<file path="config.mk">
export PLATFORM = sky130hd
export DESIGN_NAME = i2c_poll_seq
export DESIGN_NICKNAME = d
export VERILOG_FILES = /design/src/rtl/i2c_poll_seq.sv
export SDC_FILE = /design/constraint.sdc
export NUM_CORES = 1
export LEC_CHECK = 0
export BUFFER_PORTS_ARGS = -buffer_cell sky130_fd_sc_hd__buf_2
export CAP_MARGIN = 30
export CORE_AREA = 2 2 99 101
export DETAILED_ROUTE_END_ITERATION = 8
export DIE_AREA = 0 0 101 103
export GPL_TIMING_DRIVEN = 1
export PLACE_DENSITY = 0.56
export SLEW_MARGIN = 20
export SYNTH_ARGS = -nofsm -noshare
export SYNTH_HDL_FRONTEND = slang
export SYNTH_SLANG_ARGS = --single-unit
</file>
<file path="constraint.sdc">
create_clock -name clk -period 2.5 [get_ports clk]
set_clock_uncertainty 0.05 [all_clocks]
set_input_delay 0.25 -clock clk [delete_from_list [all_inputs] [get_ports clk]]
set_output_delay 0.25 -clock clk [all_outputs]
set_load 0.02 [all_outputs]
</file>
<file path="src/rtl/i2c_poll_seq.sv">
// Periodic / triggered single-register poller that sequences a byte-level I2C master.
// Optional build macro I2C_POLL_RETRY_EN: retry a failed poll up to 3 times before reporting it.
module i2c_poll_seq #(
    parameter logic [6:0] DEV_ADDR    = 7'h70,
    parameter logic [7:0] REG_ADDR    = 8'hB2,
    parameter int         POLL_PERIOD = 64,
    parameter int         TIMEOUT     = 32
) (
    input  logic       clk,
    input  logic       reset,
    input  logic       enable,
    input  logic       trig,
    output logic [6:0] m_address,
    output logic [7:0] m_register,
    output logic       m_mode,
    output logic       m_en,
    output logic       m_start,
    output logic       m_stop,
    output logic       m_repeat_start,
    input  logic [7:0] m_out,
    input  logic       m_ack,
    output logic [7:0] data,
    output logic       data_valid,
    output logic       busy,
    output logic       err,
    output logic [7:0] err_cnt
);

    typedef enum logic [1:0] {
        ST_IDLE  = 2'd0,
        ST_START = 2'd1,
        ST_WAIT  = 2'd2,
        ST_STOP  = 2'd3
    } state_t;

    state_t      r_state;
    logic [15:0] r_period_cnt;
    logic [7:0]  r_tmo_cnt;
    logic        r_stop_cnt;
    logic        r_fail;
    logic        r_m_en;
    logic        r_m_start;
    logic        r_m_stop;
    logic        r_busy;
    logic [7:0]  r_data;
    logic        r_data_valid;
    logic        r_err;
    logic [7:0]  r_err_cnt;
    logic        w_retry;

`ifdef I2C_POLL_RETRY_EN
    logic [1:0]  r_retry_cnt;
    assign w_retry = r_fail && (r_retry_cnt != 2'd3);
`else
    assign w_retry = 1'b0;
`endif

    assign m_address      = DEV_ADDR;
    assign m_register     = REG_ADDR;
    assign m_mode         = 1'b1;
    assign m_repeat_start = 1'b0;
    assign m_en           = r_m_en;
    assign m_start        = r_m_start;
    assign m_stop         = r_m_stop;
    assign busy           = r_busy;
    assign data           = r_data;
    assign data_valid     = r_data_valid;
    assign err            = r_err;
    assign err_cnt        = r_err_cnt;

    // Poll sequencer; outputs are registered so they always match the state being entered.
    always_ff @(posedge clk or negedge reset) begin
        if (!reset) begin
            r_state      <= ST_IDLE;
            r_period_cnt <= 16'd0;
            r_tmo_cnt    <= 8'd0;
            r_stop_cnt   <= 1'b0;
            r_fail       <= 1'b0;
            r_m_en       <= 1'b0;
            r_m_start    <= 1'b0;
            r_m_stop     <= 1'b0;
            r_busy       <= 1'b0;
            r_data       <= 8'd0;
            r_data_valid <= 1'b0;
            r_err        <= 1'b0;
            r_err_cnt    <= 8'd0;
`ifdef I2C_POLL_RETRY_EN
            r_retry_cnt  <= 2'd0;
`endif
        end else begin
            r_data_valid <= 1'b0;
            r_err        <= 1'b0;
            case (r_state)
                ST_IDLE: begin
                    // trig and period terminal together still launch a single poll
                    if (trig || (enable && (r_period_cnt == 16'(POLL_PERIOD - 1)))) begin
                        r_state      <= ST_START;
                        r_period_cnt <= 16'd0;
                        r_m_en       <= 1'b1;
                        r_m_start    <= 1'b1;
                        r_busy       <= 1'b1;
                    end else if (enable) begin
                        r_period_cnt <= r_period_cnt + 16'd1;
                    end else begin
                        r_period_cnt <= 16'd0;
                    end
                end
                ST_START: begin
                    r_tmo_cnt <= 8'd0;
                    r_fail    <= 1'b0;
                    r_state   <= ST_WAIT;
                end
                ST_WAIT: begin
                    if (m_ack) begin
                        r_data       <= m_out;
                        r_data_valid <= 1'b1;
                        r_fail       <= 1'b0;
                        r_state      <= ST_STOP;
                        r_stop_cnt   <= 1'b0;
                        r_m_start    <= 1'b0;
                        r_m_stop     <= 1'b1;
                    end else if (r_tmo_cnt == 8'(TIMEOUT - 1)) begin
                        r_fail       <= 1'b1;
                        r_state      <= ST_STOP;
                        r_stop_cnt   <= 1'b0;
                        r_m_start    <= 1'b0;
                        r_m_stop     <= 1'b1;
                    end else begin
                        r_tmo_cnt    <= r_tmo_cnt + 8'd1;
                    end
                end
                ST_STOP: begin
                    if (r_stop_cnt == 1'b0) begin
                        r_stop_cnt <= 1'b1;
                    end else if (w_retry) begin
                        r_state    <= ST_START;
                        r_m_start  <= 1'b1;
                        r_m_stop   <= 1'b0;
`ifdef I2C_POLL_RETRY_EN
                        r_retry_cnt <= r_retry_cnt + 2'd1;
`endif
                    end else begin
                        r_state      <= ST_IDLE;
                        r_period_cnt <= 16'd0;
                        r_m_en       <= 1'b0;
                        r_m_stop     <= 1'b0;
                        r_busy       <= 1'b0;
`ifdef I2C_POLL_RETRY_EN
                        r_retry_cnt  <= 2'd0;
`endif
                        if (r_fail) begin
                            r_err <= 1'b1;
                            if (r_err_cnt != 8'hFF) begin
                                r_err_cnt <= r_err_cnt + 8'd1;
                            end else begin
                                r_err_cnt <= r_err_cnt;
                            end
                        end else begin
                            r_err <= 1'b0;
                        end
                    end
                end
                default: begin
                    r_state   <= ST_IDLE;
                    r_m_en    <= 1'b0;
                    r_m_start <= 1'b0;
                    r_m_stop  <= 1'b0;
                    r_busy    <= 1'b0;
                end
            endcase
        end
    end

endmodule
</file>
==> results of run 1 <==
stage by stage:
| step | instance area, sq um | cells |
|---|---|---|
| 6_report | 3080 | 420 |
| 5_1_grt | 3080 | 420 |
| 4_1_cts | 3080 | 420 |
| 3_5_place_dp | 2980 | 411 |
| 3_3_place_gp | 2980 | 411 |
| 2_1_floorplan | 2810 | 287 |
synth_stat cells (all sizes together) (7+ instances only):
| library cell | n | area [sq um] |
|---|---|---|
| a31oi | 13 | 81.3 |
| and4 | 7 | 61.3 |
| buf | 23 | 160 |
| clkbuf | 7 | 27.5 |
| dfrtp | 49 | 1230 |
| ha | 7 | 87.6 |
| inv | 13 | 48.8 |
| mux2 | 10 | 113 |
| nand2 | 26 | 97.6 |
| nand3 | 14 | 70.1 |
| nand4 | 8 | 65.1 |
| nor2 | 9 | 33.8 |
| xnor2 | 7 | 61.3 |
critical path: stages (launching register included):
cell      delay, ns
dfrtp_1        0.43
ha_1           0.24
and4b_1        0.26
nand4_4        0.16
a311oi_2       0.35
mux2_1         0.35
logic make-up after synthesis:
family,Yosys count,share of synthesized area
adder cells (fa/ha/maj),7,0.0318
other,2,0.00272
XOR/XNOR,13,0.0413
AND/OR/NAND/NOR,96,0.208
flip-flops,49,0.445
multiplexers,13,0.0517
buffers and inverters,43,0.0858
AO/OA/AOI/OAI,49,0.134
flip-flops by register name, indices dropped and copies added (netlist names):
signal,flops
data_valid,1
r_tmo_cnt,8
err,1
busy,1
r_stop_cnt,1
r_period_cnt,16
r_fail,1
m_stop,1
err_cnt,8
r_state,2
m_start,1
data,8
cell type report:
class	count	area, sq um
Fill cell	965	6380
Multi-Input combinational cell	195	1350
Sequential cell	49	1230
Timing Repair Buffer	41	225
Tap cell	114	143
Clock buffer	5	68.8
Inverter	13	48.8
Clock inverter	3	21.3
worst max-delay path by stage:
stage / start / end / cells past startpoint
floorplan: err_cnt[0] / err_cnt[1] / 4
global placement: err_cnt[0] / err_cnt[1] / 4
detailed placement: r_period_cnt[0] / r_state[1] / 5
CTS: r_state[0] / r_state[1] / 6
global route: r_state[0] / r_period_cnt[0] / 7
finish: r_period_cnt[0] / r_state[1] / 5
report_power, final:
| group | switching [mW] | total [mW] | internal [mW] | leakage, nW |
|---|---|---|---|---|
| Combinational | 0.640 | 1.05 | 0.413 | 0.684 |
| Sequential | 0.142 | 1.13 | 0.984 | 0.643 |
| Clock | 0.274 | 0.473 | 0.199 | 0.0445 |
routing by layer:
layer  GRT usage  routed length (um)  up-vias
met5           0                   0        -
met4      0.0395                  75        0
met3      0.0264                 224        7
met2       0.173                2480       45
met1       0.147                2720      990
li1            -                   -     1027
timing repair:
item | 4_1_cts | 5_1_grt
hold buffers | 1 | 0
endpoints found under the setup margin | 0 | 0
hold endpoints to repair | 19 | 0
==> flow_metrics.env, run 1 <==
export IMPL_status="finished, final reports clean"
export IMPL_hold_violations=0
export IMPL_cts_sinks=49
export IMPL_numCtsBuffers=5
export IMPL_rr_endpoint="r_state[1]"
export IMPL_dp_slack_ns=0.563
export IMPL_ys_ff_latch=49
export IMPL_total_power_mw=2.65
export IMPL_worstSkewPairLatency_ns=0.31
export IMPL_finalHoldWorstSlack_ns=0.121
export IMPL_synth_avg_cell_area_sq_um=10.1
export IMPL_final_util=0.326
export IMPL_initial_utilization=0.291
export IMPL_power_density_nw_per_um2=860
export IMPL_drt_wl_total_mm=5.50
export IMPL_fin_crit_ns=1.95
export IMPL_layout_common_cells="dfrtp_1, buf_2, nand2_1"
export IMPL_place_congestion=0.822
export IMPL_nets=325
export IMPL_drt_iter0_markers=100
export IMPL_synth_cell_types=52
export IMPL_drtPass1Iterations=4
export IMPL_worstHoldStart="m_out[6]"
export IMPL_synth_cells=272
export IMPL_yosys_most_used_dff="dfrtp_1"
export IMPL_grt_pass1_wl_mm=8.94
export IMPL_hp_class="input port to flip-flop"
export IMPL_path_clk_slew_ns=0.09
export IMPL_finalCritPeriodShare=0.778
export IMPL_cp_end_kind="flip-flop"
export IMPL_timing_worst_setup_path_type="flip-flop to flip-flop"
export IMPL_grt_overflow=0
export IMPL_drc=0
export IMPL_syn_area_sq_um=2760
export IMPL_num_vias=2069
export IMPL_wl_per_cell_um=13.1
export IMPL_min_to="data[6]"
export IMPL_design_die_area_sq_um=10400
export IMPL_cap_violations=0
export IMPL_slew_headroom=0.563
export IMPL_antenna_cells=0
export IMPL_leakagePower_nw=1.37
export IMPL_ant_nets=0
export IMPL_post_cts_resize_count=0
export IMPL_fp_dieH_um=103
export IMPL_max_vdd_ir_drop_v=0.000315
export IMPL_h_tree_depth=2
export IMPL_worstPathArrival_ns=2.08
export IMPL_cts_root_buf="clkbuf_8"
export IMPL_dp_final_hpwl_mm=4.05
export IMPL_area_growth_pct=11.8
export IMPL_grt_pass1_vias=1854
export IMPL_antenna_found_initial=0
export IMPL_viasPerCell=4.93
export IMPL_finalSetupViolations=0
export IMPL_dieWidth_um=101
export IMPL_r2r_start="r_period_cnt[0]"
export IMPL_yosysSeqAreaShare=0.445
export IMPL_whs_path_depth=2
export IMPL_worstMarginPinSlew_ns=0.651
export IMPL_ff2ff_setup_slack_ns=0.55
export IMPL_setup_ws_ns=0.555
export IMPL_synth_edf_count=0
export IMPL_grtUsageTotal=0.109
export IMPL_portBuffers=34
export IMPL_drive_above_1_share=0.216
export IMPL_synthArstFlopShare=1.00
export IMPL_crit_path_start_kind="flip-flop"
export IMPL_fmax_mhz=514
export IMPL_cts_tree="done"
export IMPL_rows=36
export IMPL_clockBufferDepth=2
export IMPL_crit_fanout=6
export IMPL_postCtsSetupRepairBufs=0
export IMPL_yosysWarnings=0
export IMPL_required_ns=2.64
export IMPL_grt_max_degree=24
export IMPL_final_common_cell="dfrtp_1"
export IMPL_r2r_cells=5
export IMPL_core_area_sq_um=9460
export IMPL_rsz0062_at_grt="no"
export IMPL_slew_viol_final=0
export IMPL_io_pins=52
export IMPL_setup_tns_ns=0
Power figures use the tool's default switching activity.
==> run 2: changes to the inputs <==
clock period = 2 ns   (was 2.5 ns; I/O delays follow)
==> run 2 against run 1 <==
Against the previous run: clock power is 31% higher; critical path type unchanged; largest cell class unchanged; cell count is 1.4% higher; setup slack worse by 0.41 ns; global-route usage is 0.45 points higher; largest power group unchanged; die area stayed put; highest routed layer unchanged.
==> flow_metrics.env, run 2 (synthesis results as in run 1) <==
export IMPL_max_vdd_ir_drop_v=0.000375
export IMPL_num_vias=2110
export IMPL_core_area_sq_um=9460
export IMPL_drt_wl_total_mm=5.71
export IMPL_fp_dieH_um=103
export IMPL_largest_reg_flops=16
export IMPL_dp_cells=417
export IMPL_rsz0062_at_grt="no"
export IMPL_final_instance_count_excl_fill=426
export IMPL_hp_class="input port to flip-flop"
export IMPL_fill_cells=944
export IMPL_p_switching_mw=1.36
export IMPL_rows=36
export IMPL_grtUsageTotal=0.114
export IMPL_multi_input_area_sq_um=1360
export IMPL_leakagePower_nw=1.41
export IMPL_cts_root_buf="clkbuf_8"
export IMPL_h_tree_depth=2
export IMPL_required_ns=2.15
export IMPL_status="finished, final reports clean"
export IMPL_dieWidth_um=101
export IMPL_power_frac_seq=0.413
export IMPL_postCtsSetupRepairBufs=0
export IMPL_grt_pass1_wl_mm=9.48
export IMPL_crit_start="r_tmo_cnt[0]"
export IMPL_r2r_start="r_tmo_cnt[0]"
export IMPL_antenna_found_initial=0
export IMPL_worstMarginPinSlew_ns=0.596
export IMPL_drc=0
export IMPL_power_density_nw_per_um2=1070
export IMPL_place_area_sq_um=3050
export IMPL_regMostFlops="r_period_cnt"
export IMPL_ant_nets=0
export IMPL_portBuffers=34
export IMPL_finalSetupViolations=0
export IMPL_clkPwrFrac=0.182
export IMPL_hold_violations=0
export IMPL_drtPass1Iterations=4
export IMPL_initial_utilization=0.291
export IMPL_fmax_mhz=538
export IMPL_cp_end_kind="flip-flop"
export IMPL_clockBufferDepth=2
export IMPL_p_comb_frac=0.405
export IMPL_finalCritPeriodShare=0.929
export IMPL_grt_pass1_vias=1927
export IMPL_design_area_sq_um=3170
export IMPL_path_clk_slew_ns=0.10
export IMPL_fin_crit_ns=1.86
export IMPL_swShare=0.400
export IMPL_wl_per_cell_um=13.4
export IMPL_crit_path_start_kind="flip-flop"
export IMPL_cap_violations=0
export IMPL_grt_overflow=0
export IMPL_io_pins=52
export IMPL_register_area_sq_um=1230
export IMPL_layout_common_cells="dfrtp_1, buf_2, nand2_1"
export IMPL_dp_final_hpwl_mm=4.23
export IMPL_total_power_mw=3.40
export IMPL_numCtsBuffers=5
export IMPL_cts_sinks=49
export IMPL_viasPerCell=4.95
export IMPL_worstPathArrival_ns=2.00
export IMPL_drt_iter0_markers=136
export IMPL_crit_fanout=6
export IMPL_p_int_mw=2.04
export IMPL_worstSkewPairLatency_ns=0.31
export IMPL_slew_headroom=0.602
export IMPL_antenna_cells=0
export IMPL_setup_tns_ns=0
export IMPL_final_common_cell="dfrtp_1"
export IMPL_drive_above_1_share=0.231
export IMPL_cts_tree="done"
export IMPL_place_congestion=0.821
export IMPL_worstHoldStart="m_out[6]"
export IMPL_timing_worst_setup_path_type="flip-flop to flip-flop"
export IMPL_design_die_area_sq_um=10400
export IMPL_area_growth_pct=14.8
export IMPL_slew_viol_final=0
export IMPL_nets=331
export IMPL_grt_max_degree=27
==> run 2: power by group through the flow <==
stage,registers [mW],clock network [mW],logic [mW]
global placement,1.41,0,1.37
CTS,1.41,0.636,1.39
global route,1.44,0.678,1.54
finish,1.40,0.620,1.38
detailed placement,1.43,0,1.38
floorplan,1.59,0,0.807
==> run 2: path summary, 6_finish.rpt <==
check	endpoint	slack (ns)	cells after the start
worst max register to register	r_state[1]	0.14	5
worst min register to register	err_cnt[7]	0.45	1
worst max-delay path	r_state[1]	0.14	5
worst min-delay path	data[6]	0.07	2
max in group asynchronous	r_period_cnt[6]	0.97	3
min in group asynchronous	data[3]	0.38	2
==> run 2: final cells by class <==
type,count,share of cell area
Clock buffer,5,0.0217
Clock inverter,3,0.00791
Inverter,13,0.0154
Multi-Input combinational cell,195,0.429
Sequential cell,49,0.387
Tap cell,114,0.0451
Timing Repair Buffer,47,0.0933
==> run 2: what timing repair did <==
| item | in CTS | in global routing |
|---|---|---|
| hold endpoints to repair | 25 | 0 |
| resized for setup | 0 | 1 |
| hold buffers | 1 | 0 |
| setup endpoints to repair | 0 | 2 |
==> run 2: stage by stage <==
step           hold WS (ns)  setup WS (ns)   util
2_1_floorplan        -0.146          0.144      -
3_3_place_gp          0.190          0.173  0.323
3_5_place_dp          0.194          0.150  0.323
4_1_cts              0.0632          0.131  0.334
5_1_grt              0.0574         0.0242  0.335
6_report             0.0695          0.142  0.335
==> run 2: worst max-delay path, cell delays in order (launching register included) <==
cell and delay [ns]:
dfrtp_1 0.41, ha_1 0.22, and4_1 0.36, a21oi_2 0.12, a311oi_2 0.25, mux2_1 0.35
==> run 2: layer usage <==
layer  vias to the layer above  track usage  part of all wire
met4                         0       0.0301             0.011
met3                         6       0.0264             0.052
met2                        57        0.186              0.46
li1                       1028            -                 -
met1                      1019        0.153              0.48
met5                         -            0                 0
==> run 3: changes to the inputs <==
PLACE_DENSITY = 0.49   (was 0.56)
==> run 3 against run 2 <==
Against the previous run: power is 0.15% higher; sequential share of layout area is 0.061 points lower; largest power group is now combinational logic; global-route usage is 0.24 points higher; via count is 1.0% lower; register-to-register slack better by 0.03 ns; worst hold slack hardly changed.
==> flow_metrics.env, run 3 (synthesis results as in run 1) <==
export IMPL_ant_nets=0
export IMPL_hold_violations=0
export IMPL_drtPass1Iterations=4
export IMPL_cp_endpoint="r_period_cnt[14]"
export IMPL_num_vias=2088
export IMPL_worstSkewPairLatency_ns=0.30
export IMPL_path_clk_slew_ns=0.09
export IMPL_crit_path_start_kind="flip-flop"
export IMPL_regMostFlops="r_period_cnt"
export IMPL_grtUsageTotal=0.116
export IMPL_wl_met2_mm=2.71
export IMPL_crit_family="simple AND/OR/NAND/NOR gates"
export IMPL_core_area_sq_um=9460
export IMPL_swShare=0.396
export IMPL_ff2ff_setup_slack_ns=0.17
export IMPL_p_int_mw=2.06
export IMPL_met1Wirelength_mm=2.69
export IMPL_slew_headroom=0.579
export IMPL_power_frac_seq=0.412
export IMPL_grt_pass1_wl_mm=9.63
export IMPL_nets=334
export IMPL_postCtsSetupRepairBufs=0
export IMPL_setup_ws_ns=0.169
export IMPL_r2r_start="r_state[0]"
export IMPL_grt_max_degree=50
export IMPL_slew_viol_final=0
export IMPL_register_area_sq_um=1230
export IMPL_rows=36
export IMPL_viasPerCell=4.87
export IMPL_dieWidth_um=101
export IMPL_wl_met3_um=273
export IMPL_status="finished, final reports clean"
export IMPL_maxUsedRoutingLayer="met4"
export IMPL_area_growth_pct=15.0
export IMPL_grt_pass1_vias=1993
export IMPL_max_vdd_ir_drop_v=0.000442
export IMPL_drc=0
export IMPL_clockBufferDepth=2
export IMPL_place_congestion=0.772
export IMPL_leakagePower_nw=1.42
export IMPL_p_comb_frac=0.415
export IMPL_dp_final_hpwl_mm=4.16
export IMPL_rsz0062_at_grt="no"
export IMPL_wl_per_cell_um=13.4
export IMPL_r2r_cells=6
export IMPL_finalCritPeriodShare=0.915
export IMPL_worstPathArrival_ns=2.00
export IMPL_power_density_nw_per_um2=1070
export IMPL_drt_iter0_markers=44
export IMPL_cp_slowest_cell="dfrtp_1"
export IMPL_crit_fanout=22
export IMPL_fmax_mhz=546
export IMPL_timing_worst_setup_path_type="flip-flop to flip-flop"
export IMPL_worstMarginPinSlew_ns=0.632
export IMPL_largest_reg_flops=16
export IMPL_drive_above_1_share=0.238
export IMPL_fin_crit_ns=1.83
export IMPL_layout_common_cells="dfrtp_1, buf_2, nand2_1"
export IMPL_cts_sinks=49
export IMPL_rr_endpoint="r_period_cnt[14]"
export IMPL_antenna_found_initial=0
export IMPL_path_buf_inv=1
export IMPL_p_switching_mw=1.35
export IMPL_clkPwrFrac=0.173
export IMPL_grt_overflow=0
export IMPL_final_common_cell="dfrtp_1"
export IMPL_initial_utilization=0.291
export IMPL_cap_violations=0
export IMPL_io_pins=52
export IMPL_portBuffers=34
export IMPL_drt_wl_total_mm=5.73
export IMPL_crit_cells=6
export IMPL_crit_start="r_state[0]"
export IMPL_numCtsBuffers=5
export IMPL_cts_root_buf="clkbuf_8"
export IMPL_cts_tree="done"
export IMPL_fp_dieH_um=103
export IMPL_h_tree_depth=2
export IMPL_cp_cell_sequence="ha_1 -> nor3b_1 -> and2_1 -> buf_12 -> o211ai_1 -> a31oi_1"
export IMPL_finalSetupViolations=0
export IMPL_design_die_area_sq_um=10400
export IMPL_total_power_mw=3.41
export IMPL_dp_slack_ns=0.143
export IMPL_cp_end_kind="flip-flop"
export IMPL_setup_tns_ns=0
export IMPL_antenna_cells=0
export IMPL_hp_class="input port to flip-flop"
export IMPL_required_ns=2.17
export IMPL_slowest_delay_ns=0.42
export IMPL_multi_input_area_sq_um=1360
export IMPL_fill_cells=973
==> run 3: cell types whose count changed in the layout (fill, tap and decap cells not counted), sizes merged <==
cell      change
buf           +3
inv           -1
clkbuf        +1
clkinvlp      +1
clkinv        -1
==> run 3: worst min path at each step <==
| stage | start | to | cells past startpoint |
|---|---|---|---|
| 2_1_floorplan | reset | busy | 0 |
| 3_3_place_gp | reset | data[5] | 2 |
| 3_5_place_dp | reset | data[1] | 2 |
| 4_1_cts | m_out[1] | data[1] | 2 |
| 5_1_grt | m_out[5] | data[5] | 2 |
| 6_report | m_out[6] | data[6] | 2 |
==> run 3: metal layers <==
metal,track usage,vias up
met3,0.0258,7
met5,0,-
met2,0.198,54
li1,-,1031
met1,0.150,996
met4,0.0312,0
==> run 3: layout make-up <==
class	instances	area share
Tap cell	114	0.0450
Timing Repair Buffer	50	0.0963
Clock inverter	2	0.00474
Inverter	13	0.0154
Multi-Input combinational cell	195	0.429
Sequential cell	49	0.387
Clock buffer	6	0.0229
==> run 3: power by group through the flow <==
| stage | registers [mW] | logic [mW] | clock network [mW] |
|---|---|---|---|
| floorplan | 1.59 | 0.807 | 0 |
| global placement | 1.42 | 1.43 | 0 |
| detailed placement | 1.43 | 1.43 | 0 |
| CTS | 1.41 | 1.44 | 0.636 |
| global route | 1.44 | 1.57 | 0.663 |
| finish | 1.40 | 1.41 | 0.590 |
==> run 3: metrics by stage <==
stage / instances / util / cell area (sq um) / hold slack, ns
floorplan: 287 / - / 2810 / -0.146
global placement: 420 / 0.324 / 3060 / 0.313
detailed placement: 420 / 0.324 / 3060 / 0.312
CTS: 429 / 0.334 / 3160 / 0.0547
global route: 429 / 0.335 / 3170 / 0.0589
finish: 429 / 0.335 / 3170 / 0.0698
==> run 3: timing repair <==
item,in CTS,in global routing
endpoints found under the setup margin,0,1
hold buffers,1,0
resized for setup,0,2
hold endpoints to repair,49,0
